[src/rtl/famicom_pad_poller_if.sv]
// Serial pad lines plus the parallel button word presented to the host.
interface famicom_pad_poller_if;
    logic       famicom_latch;
    logic       famicom_pulse;
    logic       famicom_data;
    logic [7:0] buttons;
    logic       buttons_valid;
    logic       buttons_changed;

    modport master (
        output famicom_latch,
        output famicom_pulse,
        input  famicom_data,
        output buttons,
        output buttons_valid,
        output buttons_changed
    );

    modport slave (
        input  famicom_latch,
        input  famicom_pulse,
        output famicom_data,
        input  buttons,
        input  buttons_valid,
        input  buttons_changed
    );
endinterface

[src/rtl/famicom_pad_poller.sv]
// Host-side Famicom controller poller: drives latch/pulse, shifts in 8 serial bits,
// publishes them as an active-high button word with valid/changed strobes.
module famicom_pad_poller #(
    parameter int LATCH_CYC = 1200,
    parameter int HALF_CYC  = 600,
    parameter int POLL_CYC  = 1666667,
    parameter int CNT_W     = 21
) (
    input  logic                 clk_sys,
    input  logic                 reset,
    input  logic                 enable,
    input  logic                 poll_now,
    output logic                 busy,
    famicom_pad_poller_if.master pad
);

    localparam logic [CNT_W-1:0] LATCH_LAST = CNT_W'(LATCH_CYC - 1);
    localparam logic [CNT_W-1:0] HALF_LAST  = CNT_W'(HALF_CYC - 1);
    localparam logic [CNT_W-1:0] POLL_LAST  = CNT_W'(POLL_CYC - 1);

    typedef enum logic [2:0] {
        S_IDLE, S_LATCH, S_GAP, S_PHI, S_PLO, S_DONE
    } state_t;

    state_t           state;
    state_t           state_next;
    logic [CNT_W-1:0] timer;
    logic [CNT_W-1:0] phase;
    logic [2:0]       index;
    logic [7:0]       shift;
    logic [7:0]       word_new;
    logic [1:0]       sync;
    logic             data_s;
    logic             trigger;
    logic             phase_last;
    logic             sample;
    logic             last_bit;
    logic             latch_d;
    logic             pulse_d;
    logic             busy_d;
    logic             valid_d;

    assign data_s  = sync[1];
    assign trigger = enable && (timer == POLL_LAST);

    always_ff @(posedge clk_sys) begin
        if (reset) begin
            sync <= 2'b11;
        end else begin
            sync <= {sync[0], pad.famicom_data};
        end
    end

    // Free-running poll timer; holding it at 0 while disabled restarts the period cleanly.
    always_ff @(posedge clk_sys) begin
        if (reset || !enable) begin
            timer <= '0;
        end else if (timer == POLL_LAST) begin
            timer <= '0;
        end else begin
            timer <= timer + 1'b1;
        end
    end

    always_comb begin
        phase_last = 1'b0;
        case (state)
            S_LATCH:             phase_last = (phase == LATCH_LAST);
            S_GAP, S_PHI, S_PLO: phase_last = (phase == HALF_LAST);
            default:             phase_last = 1'b0;
        endcase
    end

    always_ff @(posedge clk_sys) begin
        if (reset) begin
            state <= S_IDLE;
        end else begin
            state <= state_next;
        end
    end

    always_comb begin
        state_next = state;
        case (state)
            S_IDLE:  if (trigger || poll_now) state_next = S_LATCH;
            S_LATCH: if (phase_last) state_next = S_GAP;
            S_GAP:   if (phase_last) state_next = S_PHI;
            S_PHI:   if (phase_last) state_next = S_PLO;
            S_PLO:   if (phase_last) state_next = (index == 3'd7) ? S_DONE : S_PHI;
            S_DONE:  state_next = S_IDLE;
            default: state_next = S_IDLE;
        endcase
    end

    // Outputs are decoded from the next state so they leave flops aligned with the state.
    always_comb begin
        latch_d = (state_next == S_LATCH);
        pulse_d = (state_next == S_PHI);
        busy_d  = (state_next != S_IDLE);
        valid_d = (state_next == S_DONE);
    end

    always_ff @(posedge clk_sys) begin
        if (reset) begin
            pad.famicom_latch <= 1'b0;
            pad.famicom_pulse <= 1'b0;
            pad.buttons_valid <= 1'b0;
            busy              <= 1'b0;
        end else begin
            pad.famicom_latch <= latch_d;
            pad.famicom_pulse <= pulse_d;
            pad.buttons_valid <= valid_d;
            busy              <= busy_d;
        end
    end

    always_ff @(posedge clk_sys) begin
        if (reset || (state_next != state) || (state == S_IDLE)) begin
            phase <= '0;
        end else begin
            phase <= phase + 1'b1;
        end
    end

    assign sample   = phase_last && ((state == S_GAP) || (state == S_PLO));
    assign last_bit = phase_last && (state == S_PLO) && (index == 3'd7);

    // Merge the current sample so the bit-7 value is published on the same edge it is taken.
    always_comb begin
        word_new = shift;
        if (sample) begin
            if (state == S_GAP) begin
                word_new[0] = data_s;
            end else begin
                word_new[index] = data_s;
            end
        end
    end

    always_ff @(posedge clk_sys) begin
        if (reset) begin
            shift               <= 8'hFF;
            index               <= 3'd0;
            pad.buttons         <= 8'h00;
            pad.buttons_changed <= 1'b0;
        end else begin
            pad.buttons_changed <= 1'b0;
            if (sample) begin
                shift <= word_new;
            end
            if (phase_last && (state == S_GAP)) begin
                index <= 3'd1;
            end else if (phase_last && (state == S_PLO) && (index != 3'd7)) begin
                index <= index + 3'd1;
            end
            if (last_bit) begin
                pad.buttons         <= ~word_new;
                pad.buttons_changed <= (~word_new != pad.buttons);
            end
        end
    end

endmodule

[src/flat_wrapper.sv]
// flat-port wrapper written by rule: the top's interface ports become plain ports
module famicom_pad_poller_flat 
#(
    parameter int LATCH_CYC = 1200,
    parameter int HALF_CYC  = 600,
    parameter int POLL_CYC  = 1666667,
    parameter int CNT_W     = 21
)
  (clk_sys, reset, enable, poll_now, busy, pad_famicom_latch, pad_famicom_pulse, pad_famicom_data, pad_buttons, pad_buttons_valid, pad_buttons_changed);
  famicom_pad_poller_if pad_i ();
  input  logic clk_sys;
  input  logic reset;
  input  logic enable;
  input  logic poll_now;
  output logic busy;
  output wire logic [$bits(pad_i.famicom_latch)-1:0] pad_famicom_latch;
  output wire logic [$bits(pad_i.famicom_pulse)-1:0] pad_famicom_pulse;
  input wire logic [$bits(pad_i.famicom_data)-1:0] pad_famicom_data;
  output wire logic [$bits(pad_i.buttons)-1:0] pad_buttons;
  output wire logic [$bits(pad_i.buttons_valid)-1:0] pad_buttons_valid;
  output wire logic [$bits(pad_i.buttons_changed)-1:0] pad_buttons_changed;
  assign pad_famicom_latch = pad_i.famicom_latch;
  assign pad_famicom_pulse = pad_i.famicom_pulse;
  assign pad_i.famicom_data = pad_famicom_data;
  assign pad_buttons = pad_i.buttons;
  assign pad_buttons_valid = pad_i.buttons_valid;
  assign pad_buttons_changed = pad_i.buttons_changed;
  famicom_pad_poller #(.LATCH_CYC(LATCH_CYC), .HALF_CYC(HALF_CYC), .POLL_CYC(POLL_CYC), .CNT_W(CNT_W)) u_core (.clk_sys(clk_sys), .reset(reset), .enable(enable), .poll_now(poll_now), .busy(busy), .pad(pad_i));
endmodule
[config.mk]
export PLATFORM = sky130hd
export DESIGN_NAME = famicom_pad_poller_flat
export DESIGN_NICKNAME = d
export VERILOG_FILES = /design/src/rtl/famicom_pad_poller_if.sv /design/src/rtl/famicom_pad_poller.sv /design/src/flat_wrapper.sv
export SDC_FILE = /design/constraint.sdc
export NUM_CORES = 1
export LEC_CHECK = 0
export ABC_AREA = 1
export CAP_MARGIN = 25
export CORE_ASPECT_RATIO = 1.25
export CORE_MARGIN = 2
export CORE_UTILIZATION = 30
export DETAILED_ROUTE_END_ITERATION = 8
export GPL_ROUTABILITY_DRIVEN = 0
export GPL_TIMING_DRIVEN = 0
export SYNTH_ARGS = -nofsm -noshare
export SYNTH_HDL_FRONTEND = slang
export SYNTH_SLANG_ARGS = --single-unit
[constraint.sdc]
create_clock -name clk_sys -period 6 [get_ports clk_sys]
set_input_delay 1.2 -clock clk_sys [delete_from_list [all_inputs] [get_ports clk_sys]]
set_output_delay 1.2 -clock clk_sys [all_outputs]
set_load 0.05 [all_outputs]
==> impl_metrics.toml <==
[cells_and_area]
n_antenna_cell = 0
syn_to_final_growth_pct = 19.6
nets = 563
layout-drive-gt1-share_pct = 12.0
instances_no_fill = 722
final_common_cell = "nand2_1"
final_cell_mix = "124 x nand2_1, 80 x inv_1, 71 x dfxtp_1"

[floorplanning]
core_area_um2 = 12200
dieHeight_um = 129
rows = 45
die_w_um = 104
die-area_um2 = 13400
initial_core_util_pct = 30.8
pin_count = 18

[global_routing]
gr-usage-met3_pct = 2.84
grt_pass1_vias = 3183
overflow = 0
grt_pass1_wl_um = 13900
grt.busiest_layer = "met2"
grt.total_usage_pct = 12.6
antenna_found_initial = 0
grt_max_degree = 13
global_route.usage.met2_pct = 22.7
grt_util_met1_pct = 14.6

[status]
status = "finished, final reports clean"

[clock_tree]
root_buffer = "clkbuf_16"
cts_sinks = 71
cts_setup_buffers = 0
cts_resized = 0
htree_levels = 3
cts_buffer_depth = 2
insertion_delay_ns = 0.33
cts.reportedPaths.clkPinSlew_ns = 0.06
ctsHoldBuffers = 0
cts_tree = "yes"
cts_buffers = 9

[critical_path]
required_ns = 6.25
r2r_setup_slack_ns = 3.78
crit_slowest_cell = "clkdlybuf4s50_1"
worstPathArrival_ns = 3.10
end_kind = "flip-flop"
cp_common_cell = "inv_1"
crit_path_cell_trace = "clkdlybuf4s50_1 > inv_1 > nand2_1 > nor2_1 > inv_1 > clkbuf_1 > nor3b_1"
start_kind = "input pin"
crit_type = "input pin to flip-flop"
cpPeakStageDelay_ns = 0.50
critPathMaxFanout = 10

[synth]
synth_cell_types = 39
synthDominantCellAreaShare_pct = 38.0
yosysWarnings = 0
synth_nets = 535
yosysSeqAreaShare_pct = 38.0
synth_area_um2 = 3740
yosysTopAreaCell = "dfxtp_1"
synth_seq_cells = 71
synthCells = 525
synthTopCellsByArea = "dfxtp_1 38%, nand2_1 12%, inv_1 8.0%"
syn_area_per_cell_um2 = 7.13

[routing]
wl_per_cell_um = 10.9
first_iter_violations = 138
via_per_inst = 4.59
antenna_left = 0
drc = 0
firstDrtPassIters = 4
via_count = 3313
drt_wl_total_um = 7880

[power]
cellPowerDensity_nw_per_um2 = 254
ir_drop_mv = 0.124
p_leak_nw = 1.73

[sta]
slew_viol_final = 0
period_needed_ns = 2.85
fin_crit_sh_pct = 47.5
clock.fmax_ghz = 0.351
finClkSkew_ns = 0.00742
hold_viol = 0
final.setup.tns_ns = 0
hold_ws_ns = 0.410
rsz0062_at_grt = "false"
maxSlewHeadroom_pct = 60.1
tightest_slew_ns = 0.598
setup_viol_count_final = 0

[placement]
dpl.hpwl_um = 5950
io_buffers = 17
dp.cells = 706

[min_path]
hold_path_class = "flip-flop to flip-flop"

[job]
drv_cap = 0
[critical path, delay by kind of cell]
kind | cells | cell delay [ns]
buffers and inverters | 4 | 1.14
AND/OR/NAND/NOR | 3 | 0.75
[synth_stat cells, drive strengths merged]
library cell  instances
a21oi                14
ha                    5
a211oi                2
dfxtp                71
and3                  2
o221a                 1
clkbuf                4
nand3                35
a31oi                 9
or2                   2
nand4                20
inv                  81
buf                   3
xnor2                 7
xor2                 14
nor3                 15
o21ai                29
nand2               131
nor3b                 4
nor4                  4
o21a                  2
nor2                 69
a311oi                1
[routing by layer]
layer  up-vias  share of wire, %
met5         -                 0
met1      1514                44
met2        39                51
met4         0               2.1
met3        15               2.9
li1       1745                 -
[layout make-up]
cell class	count	area [um^2]
Buffer	7	45.0
Clock buffer	11	253
Clock inverter	5	104
Fill cell	1291	7690
Inverter	81	304
Multi-Input combinational cell	366	1970
Sequential cell	71	1420
Tap cell	164	205
Timing Repair Buffer	17	170
[cells by family after synthesis]
family                     count (synthesis)  synth area share (%)
DFF                                       71                  38.0
buffers and inverters                     88                  9.33
AOI/OAI and AO/OA                         58                  9.10
adders and majority gates                  5                  1.67
xor gates and xnor gates                  21                  4.92
and+or+nand+nor                          282                  37.0
[power breakdown]
| part | total, W | leakage [nW] | internal, W | switching, W |
|---|---|---|---|---|
| combinational | 0.0000327 | 0.984 | 0.0000111 | 0.0000215 |
| sequential | 0.000478 | 0.574 | 0.000475 | 0.00000291 |
| clock | 0.000626 | 0.176 | 0.000429 | 0.000197 |
| total | 0.00114 | 1.73 | 0.000915 | 0.000222 |
[flip-flops by register name (all words and copies together) (netlist names)]
name	count
u_core.state	3
u_core.busy	1
u_core.pad.famicom_latch	1
u_core.phase	21
u_core.pad.famicom_pulse	1
u_core.pad.buttons_valid	1
u_core.shift	8
u_core.timer	21
u_core.pad.buttons	8
u_core.index	3
u_core.sync	2
u_core.pad.buttons_changed	1
[metrics by stage]
stage	total power (W)	setup WS, ns	utilization [%]	cell area (um^2)
CTS	0.00115	3.10	36.8	4470
finish	0.00114	3.15	36.8	4470
global placement	0.000521	2.78	33.8	4120
floorplan	0.000510	3.78	-	3740
global route	0.00117	2.93	36.8	4470
detailed placement	0.000521	2.77	33.8	4120
[path summary, 6_finish.rpt]
check / depth (start not counted) / end / from
max reg2reg: 11 / u_core.phase[20]$_SDFF_PP0_ / u_core.phase[0]$_SDFF_PP0_
max: 7 / u_core.timer[18]$_SDFF_PP0_ / reset
min reg2reg: 1 / u_core.sync[1]$_SDFF_PP1_ / u_core.sync[0]$_SDFF_PP1_
min: 1 / u_core.sync[1]$_SDFF_PP1_ / u_core.sync[0]$_SDFF_PP1_
Note: power is estimated with default switching activity, not from simulation.
